[src/rtl/regfile_write_bank.sv]
// regfile_write_bank: write side of the integer register file.
//   - Decodes the write-back index into a one-hot enable (x0 never enabled).
//   - Holds NUM_REGS registers with byte-lane write masking; x0 reads as 0.
//   - Presents all registers in parallel on o_regs for the read-port muxes.
//   - A dump engine streams x[0..NUM_REGS-1] out, one per cycle, then
//     pulses o_dump_done.
// Ports:
//   i_clk, i_rst_n                       clock, async active-low reset
//   i_wr_en/i_wr_addr/i_wr_data/i_wr_bmask  write-back request
//   o_regs                               flat bus, slice i = x[i]
//   o_wr_onehot                          decoded write enable (comb)
//   i_dump_start                         dump request pulse
//   o_dump_busy/valid/idx/data/done      dump stream

// One architectural register with per-byte write enables.
module regfile_write_bank_word #(
  parameter int DATA_W = 32
) (
  input  logic                  i_clk,
  input  logic                  i_rst_n,
  input  logic                  i_we,
  input  logic [DATA_W/8-1:0]   i_bmask,
  input  logic [DATA_W-1:0]     i_data,
  output logic [DATA_W-1:0]     o_q
);
  localparam int NB = DATA_W / 8;

  logic [NB-1:0][7:0] r_q;

  always_ff @(posedge i_clk or negedge i_rst_n) begin
    if (!i_rst_n) begin
      r_q <= '0;
    end else if (i_we) begin
      for (int b = 0; b < NB; b++)
        if (i_bmask[b]) r_q[b] <= i_data[b*8 +: 8];
    end
  end

  assign o_q = r_q;
endmodule

module regfile_write_bank #(
  parameter int DATA_W   = 32,
  parameter int NUM_REGS = 32,
  parameter int ADDR_W   = 5
) (
  input  logic                       i_clk,
  input  logic                       i_rst_n,
  input  logic                       i_wr_en,
  input  logic [ADDR_W-1:0]          i_wr_addr,
  input  logic [DATA_W-1:0]          i_wr_data,
  input  logic [DATA_W/8-1:0]        i_wr_bmask,
  output logic [NUM_REGS*DATA_W-1:0] o_regs,
  output logic [NUM_REGS-1:0]        o_wr_onehot,
  input  logic                       i_dump_start,
  output logic                       o_dump_busy,
  output logic                       o_dump_valid,
  output logic [ADDR_W-1:0]          o_dump_idx,
  output logic [DATA_W-1:0]          o_dump_data,
  output logic                       o_dump_done
);
  typedef enum logic [1:0] {S_IDLE, S_DUMP, S_DONE} state_t;

  logic [NUM_REGS-1:0][DATA_W-1:0] w_regs;
  logic [NUM_REGS-1:0]             w_onehot;

  state_t            r_state, w_state_nxt;
  logic [ADDR_W-1:0] r_idx,   w_idx_nxt;

  // x0 has no storage at all: its slice and enable are tied off.
  for (genvar i = 0; i < NUM_REGS; i++) begin : g_reg
    if (i == 0) begin : g_zero
      assign w_onehot[i] = 1'b0;
      assign w_regs[i]   = '0;
    end else begin : g_word
      assign w_onehot[i] = i_wr_en && (i_wr_addr == ADDR_W'(i));
      regfile_write_bank_word #(.DATA_W(DATA_W)) u_word (
        .i_clk   (i_clk),
        .i_rst_n (i_rst_n),
        .i_we    (w_onehot[i]),
        .i_bmask (i_wr_bmask),
        .i_data  (i_wr_data),
        .o_q     (w_regs[i])
      );
    end
  end

  assign o_regs      = w_regs;
  assign o_wr_onehot = w_onehot;

  // Dump FSM: state register
  always_ff @(posedge i_clk or negedge i_rst_n) begin
    if (!i_rst_n) begin
      r_state <= S_IDLE;
      r_idx   <= '0;
    end else begin
      r_state <= w_state_nxt;
      r_idx   <= w_idx_nxt;
    end
  end

  // Dump FSM: next state. Start is only honoured from IDLE; the walk ends
  // on the terminal index compare rather than on counter wrap.
  always_comb begin
    w_state_nxt = r_state;
    w_idx_nxt   = r_idx;
    case (r_state)
      S_IDLE: if (i_dump_start) begin
        w_state_nxt = S_DUMP;
        w_idx_nxt   = '0;
      end
      S_DUMP: if (r_idx == ADDR_W'(NUM_REGS-1)) begin
        w_state_nxt = S_DONE;
        w_idx_nxt   = '0;
      end else begin
        w_idx_nxt = r_idx + 1'b1;
      end
      S_DONE:  w_state_nxt = S_IDLE;
      default: w_state_nxt = S_IDLE;
    endcase
  end

  // Dump FSM: outputs. Data is the registered value, so a same-cycle write
  // to the dumped index is not visible until the next cycle.
  always_comb begin
    o_dump_busy  = 1'b0;
    o_dump_valid = 1'b0;
    o_dump_idx   = '0;
    o_dump_data  = '0;
    o_dump_done  = 1'b0;
    case (r_state)
      S_DUMP: begin
        o_dump_busy  = 1'b1;
        o_dump_valid = 1'b1;
        o_dump_idx   = r_idx;
        o_dump_data  = w_regs[r_idx];
      end
      S_DONE:  o_dump_done = 1'b1;
      default: ;
    endcase
  end
endmodule
[config.mk]
export PLATFORM = sky130hd
export DESIGN_NAME = regfile_write_bank
export DESIGN_NICKNAME = d
export VERILOG_FILES = /design/src/rtl/regfile_write_bank.sv
export SDC_FILE = /design/constraint.sdc
export NUM_CORES = 2
export LEC_CHECK = 0
export CORE_AREA = 2 2 439 441
export CTS_BUF_LIST = sky130_fd_sc_hd__clkbuf_4
export CTS_CLUSTER_SIZE = 8
export DETAILED_ROUTE_END_ITERATION = 8
export DIE_AREA = 0 0 441 443
export GPL_TIMING_DRIVEN = 0
export HOLD_SLACK_MARGIN = 0.06
export PLACE_DENSITY_LB_ADDON = 0.05
export SLEW_MARGIN = 25
export SYNTH_ARGS = -nofsm -noshare
export SYNTH_HDL_FRONTEND = slang
export SYNTH_SLANG_ARGS = --single-unit
[constraint.sdc]
create_clock -name i_clk -period 1.96 [get_ports i_clk]
set_input_delay 0.294 -clock i_clk [delete_from_list [all_inputs] [get_ports i_clk]]
set_output_delay 0.294 -clock i_clk [all_outputs]
set_load 0.01 [all_outputs]
* Word level (Yosys, flattened, before mapping)
Index checks and enable logic that the tools add are counted.
W data, S select, Z words.
** Word-level totals
- Bits in registers :: 999
- Input bits :: 45
- Output and inout bits :: 1096
- Word-level logic and storage cells :: 335
** Cells by class
- $add $sub $neg :: 1
- Muxes and demuxes :: 12
- Equality and inequality tests :: 36
- Reduce and logical (&&, ||, !) cells :: 159
- $lt $le $gt $ge :: 1
** Operator list (count)
- $reduce_and A2 Y1 :: 126
- $bmux W32 S5 :: 1
- $eq A5 B5 Y1 const B :: 17
- $mux W32 :: 2
- $eq A5 B4 Y1 const B :: 8
- $logic_and A1 B1 Y1 :: 31
- $eq A5 B3 Y1 const B :: 4
- $mux W5 :: 3
- $eq A5 B2 Y1 const B :: 2
- $pmux W5 S2 :: 1
- $lt A5 B6 Y1 const B :: 1
- $add A5 B1 Y5 const B :: 1
- $eq A5 B1 Y1 const B :: 1
- $mux W2 :: 2
- $ne A2 B2 Y1 const B :: 2
- $pmux W2 S2 :: 1
- $eq A2 B1 Y1 const B :: 1
- $eq A2 B2 Y1 const B :: 1
- $logic_not A2 Y1 :: 1
- $mux W1 :: 2
- $reduce_bool A2 Y1 :: 1

* Longest topological paths before layout
- Depth in word-level cells :: 3
- Gate-level depth with buffers :: 9

* By module
From an unflattened synthesis, not the netlist that was laid out.
** Unflattened totals
- Cells, all modules :: 2941
- Area, all modules :: 45707.6 um^2
** By module, submodules not included
- regfile_write_bank_word :: cells each 68, area each 1186.1 um^2, times used 31, sequential area each 800.8 um^2
- regfile_write_bank :: cells each 833, area each 8937.3 um^2, times used 1, sequential area each 175.2 um^2

* Least setup slack after synthesis
Ideal clock, no wire load.
- Path type :: register -> output
- Start :: reg r_idx[2]
- End :: out o_dump_data[22]
- Path buffers :: 3
- Arrival :: 1.931 ns
- Cell stages (with the launch flop) :: 8
- Slack :: -0.265 ns
- Required time :: 1.666 ns
- Path through :: dfrtp_1 -> clkbuf_1 -> buf_2 -> clkbuf_1 -> mux4_2 -> nand3_1 -> nand4_1 -> or3_1
** Between the ends
- Cells in the longest elaborated chain, start to end :: 3
** RTL lines
- start, declared :: line 68 : logic [ADDR_W-1:0] r_idx, w_idx_nxt;
- start signal, assigned :: line 98 : r_idx <= w_idx_nxt;
- $bmux W32 S5 :: line 136 : o_dump_data = w_regs[r_idx];
- $mux W32 (implied by the code) :: line 136
- $mux W32 :: line 131 : case (r_state)
- end, declared :: line 59 : output logic [DATA_W-1:0] o_dump_data,
No other way between the ends. The select of a mux whose other input is x is not followed.

* Worst setup path in the final report
- Start :: reg r_idx[0]
- End :: out o_dump_data[1]
The elaborated chain is that of the path after synthesis.

==> flow_metrics.tcl <==
set metrics [dict create \
    fp-row-count 161 \
    ios 1141 \
    combPwrFrac_pct 45.8 \
    ys_async_sr_fraction_pct 100 \
    path_class "reg2out" \
    seq_power_share_pct 30.0 \
    synth_ff_type "dfrtp_1" \
    slew_headroom_pct 26.8 \
    syn_inst 3176 \
    grt_pass1_wl_mm 369 \
    fp.dieW_um 441 \
    finClkSkew_ns 0.00636 \
    die_area_um2 195000 \
    finalCriticalPeriod_ns 4.19 \
    numPortBuffers 1101 \
    cpMaxStageDelayCell "mux4_2" \
    grt_overflow_total 0 \
    vias 37584 \
    outcome "finished with violations" \
    yosys-top-cells-area "dfrtp_1 54%, mux2_2 26%, mux4_2 9.2%" \
    internal_power_uw 53600 \
    cp.buffers_inverters 5 \
    synth_cell_types 41 \
    crit_required_ns 1.67 \
    fin_crit_sh_pct 214 \
    drc 0 \
    hpwl_mm 208 \
    final_max_slew_viol_count 0 \
    synth_edf_count 0 \
    dieHeight_um 443 \
    reg2reg_to "r_idx[4]" \
    layout-drive-gt1-share_pct 57.8 \
    fin_util_pct 36.4 \
    r2r_slack_ns -0.22 \
    area_growth_pct 49.1 \
    wl_per_cell_um 36.9 \
    cts_buffer_depth 4 \
    switching_share_pct 38.4 \
    setup_viol 1439 \
    slowest_delay_ns 0.53 \
    core_um2 191000 \
    ff2ff_path_depth 10 \
    tritoncts "yes" \
    crit_path_start_kind "flop" \
    clock_sinks 999 \
    worst_slew_pin_slew_ns 1.09 \
    cts_made_buffers 328 \
    r2r-start "r_idx[2]" \
    hold-worst-slack_ns -0.0272 \
    dr.pass1.iters 7 \
    end_kind "output pin" \
    cp.depth 9 \
    htreeDepth 5 \
    power_uw 87000 \
    cts-root-buf "clkbuf_4" \
    setup_ws_ns -2.23 \
    cap_violations 0 \
    antenna_found_initial 24 \
    clk_latency_ns 1.33 \
    antenna_left 0 \
    nNetsFinal 5027 \
    grt_pass1_vias 39004 \
    setup.worst_path.end "o_dump_data[1]" \
    path_cells "buf_12, buf_16, buf_12, buf_16, mux4_2, nand3_2, nand4_1, or3_4, buf_6" \
    hp-class "in2async" \
    dr.first_iter.drc_count 2340 \
    hold_violations 9 \
    netlist_area_um2 46600 \
    grt_max_degree 122 \
    leakage_uw 0.0342 \
    powerDensity_nw_per_um2 1250 \
    grt_util_all_layers_pct 28.3 \
    finalSetupTns_ns -614.05 \
    gp_congestion 0.843 \
    ys_seq_area_share_pct 53.6 \
    fmax_mhz 238 \
    synth_top_area_share_pct 53.6 \
    synth-seq-cells 999 \
    p_clk_share_pct 24.2 \
    cp-startpoint "r_idx[0]" \
    violations "negative hold slack, negative setup slack" \
    cp.arrival_ns 3.90 \
    viasPerCell 4.89 \
    wl_mm 284 \
    clk_pin_slew_ns 0.06 \
    cp_max_fo 5 \
    synth_top_area_cell "dfrtp_1" \
    initial_core_util_pct 24.4 \
    cp_top_family "simple AND/OR/NAND/NOR gates" \
    avgSynthCellArea_um2 14.7 \
    yosys_warnings 0 \
    power_switching_uw 33400 \
    grt_setup_unrepaired "yes" \
    vdd.ir_drop.worst_mv 0.621 \
]
==> cells in the mapped netlist, types with 3 or more instances <==
library cell	n
nand4b_1	3
and2_1	6
dfrtp_1	999
nand2b_1	7
nand3_1	65
nor2b_1	65
mux2_1	6
a22o_1	3
mux4_2	191
clkbuf_1	159
nor3_1	65
nand3b_1	63
nand4_1	32
buf_1	20
nor2_4	3
mux2_2	1082
buf_4	67
a221oi_1	32
nor3_2	7
a21oi_1	3
buf_2	39
nand2_2	12
or3_1	32
buf_6	20
nand2_1	117
nor2_1	25
o22ai_1	32
nand4bb_1	3
==> worst reg2reg max path, cell delays in order (launching register included) <==
cell	delay (ns)
dfrtp_2	0.46
buf_12	0.17
buf_12	0.15
buf_16	0.14
buf_16	0.14
buf_12	0.13
buf_12	0.14
buf_4	0.15
and3_1	0.15
ha_2	0.24
a22o_1	0.21
==> layout make-up <==
class | instances | area (um2)
flip-flops and latches | 999 | 25100
inverters | 2 | 7.51
plain buffers | 292 | 2500
clock inverters | 24 | 170
fillers | 18995 | 122000
clock buffers | 470 | 3530
well taps | 2526 | 3160
multi-input cells | 1901 | 20800
diodes | 21 | 52.6
repair buffers | 1456 | 14200
==> cells by family (layout without fill, tap and decap cells) <==
family / count (synthesis) / in the layout / synth area share, %
AOI/OAI and AO/OA: 75 / 75 / 1.19
adders and majority gates: 2 / 2 / 0.0537
buffers and inverters: 308 / 2244 / 3.47
DFF: 999 / 999 / 53.6
muxes: 1280 / 1280 / 35.6
other: 1 / 54 / 0.00804
and+or+nand+nor: 511 / 511 / 6.08
==> registers in the layout (all words and copies together), names as in the netlist <==
register / count
g.g_word.u_word.o_q: 992
r_state: 2
r_idx: 5
==> through the flow <==
| step | setup WS (ns) | instance area [um2] | instances | hold slack [ns] |
|---|---|---|---|---|
| final | -2.23 | 69500 | 7691 | -0.0272 |
| after global routing | -2.35 | 69500 | 7679 | -0.0610 |
| after CTS | -2.39 | 69500 | 7621 | -0.145 |
| after detailed placement | -2.36 | 61500 | 6849 | 0.184 |
| after global placement | -51.19 | 61100 | 6835 | 0.502 |
| after floorplan | -0.162 | 46900 | 3208 | -0.00159 |
==> repair_timing <==
action	CTS	global route
hold endpoints to repair	1282	117
gates resized for setup	1853	1323
gates cloned	10	5
buffers inserted	186	55
setup endpoints to repair	1198	1526
hold buffers	90	1
pin swaps	92	40
==> per-layer routing <==
metal	vias up	routed length [um]	GRT usage [%]	part of all wire, %
met5	-	0	0	0
met4	0	15400	13.3	5.4
met3	465	18100	7.52	6.4
met2	1572	141000	48.5	50
met1	20031	109000	32.6	38
li1	15516	-	-	-
==> power groups by stage <==
stage          registers, uW  logic (uW)  clock network, uW
6_report               26100       39800              21100
5_1_grt                26400       41300              23000
4_1_cts                26100       40200              21900
3_5_place_dp           26400       33800                  0
3_3_place_gp           26500       33300                  0
2_1_floorplan          26800       13800                  0
==> worst min-delay path by stage <==
stage / start / to / slack (ns) / depth (start not counted)
2_1_floorplan: i_rst_n / g_reg[10].g_word.u_word.o_q[0] / -0.002 / 0
3_5_place_dp: i_rst_n / g_reg[21].g_word.u_word.o_q[26] / 0.18 / 1
4_1_cts: i_rst_n / g_reg[29].g_word.u_word.o_q[27] / -0.14 / 12
6_report: i_rst_n / g_reg[12].g_word.u_word.o_q[26] / -0.03 / 12
5_1_grt: i_rst_n / g_reg[12].g_word.u_word.o_q[26] / -0.06 / 12
3_3_place_gp: g_reg[6].g_word.u_word.o_q[23] / g_reg[6].g_word.u_word.o_q[23] / 0.50 / 1
==> cells in the final DEF, fill, tap and decap left out, types with 12 or more instances in the layout <==
cell / netlist / final
clkbuf_8: 0 / 14
clkbuf_2: 0 / 126
nand4_1: 32 / 32
clkbuf_4: 0 / 481
buf_2: 39 / 129
mux4_2: 191 / 192
nand3_1: 65 / 42
mux2_2: 1082 / 1080
buf_12: 0 / 55
buf_16: 0 / 44
or3_4: 0 / 20
a221oi_1: 32 / 20
conb_1: 1 / 33
nand2_1: 117 / 115
dlygate4sd3_1: 0 / 78
dfrtp_2: 0 / 42
clkdlybuf4s50_1: 0 / 381
clkbuf_1: 159 / 105
nor3_1: 65 / 60
o22ai_1: 32 / 30
nand3_2: 0 / 23
nand3b_1: 63 / 63
diode_2: 0 / 21
buf_4: 67 / 360
dlymetal6s2s_1: 0 / 113
buf_6: 20 / 271
clkinv_1: 0 / 19
nor2_4: 3 / 24
dfrtp_1: 999 / 957
or3_1: 32 / 12
nor2b_1: 65 / 56
nand2_2: 12 / 14
clkdlybuf4s15_2: 0 / 18
No activity file was read; power rests on OpenSTA's default activity.
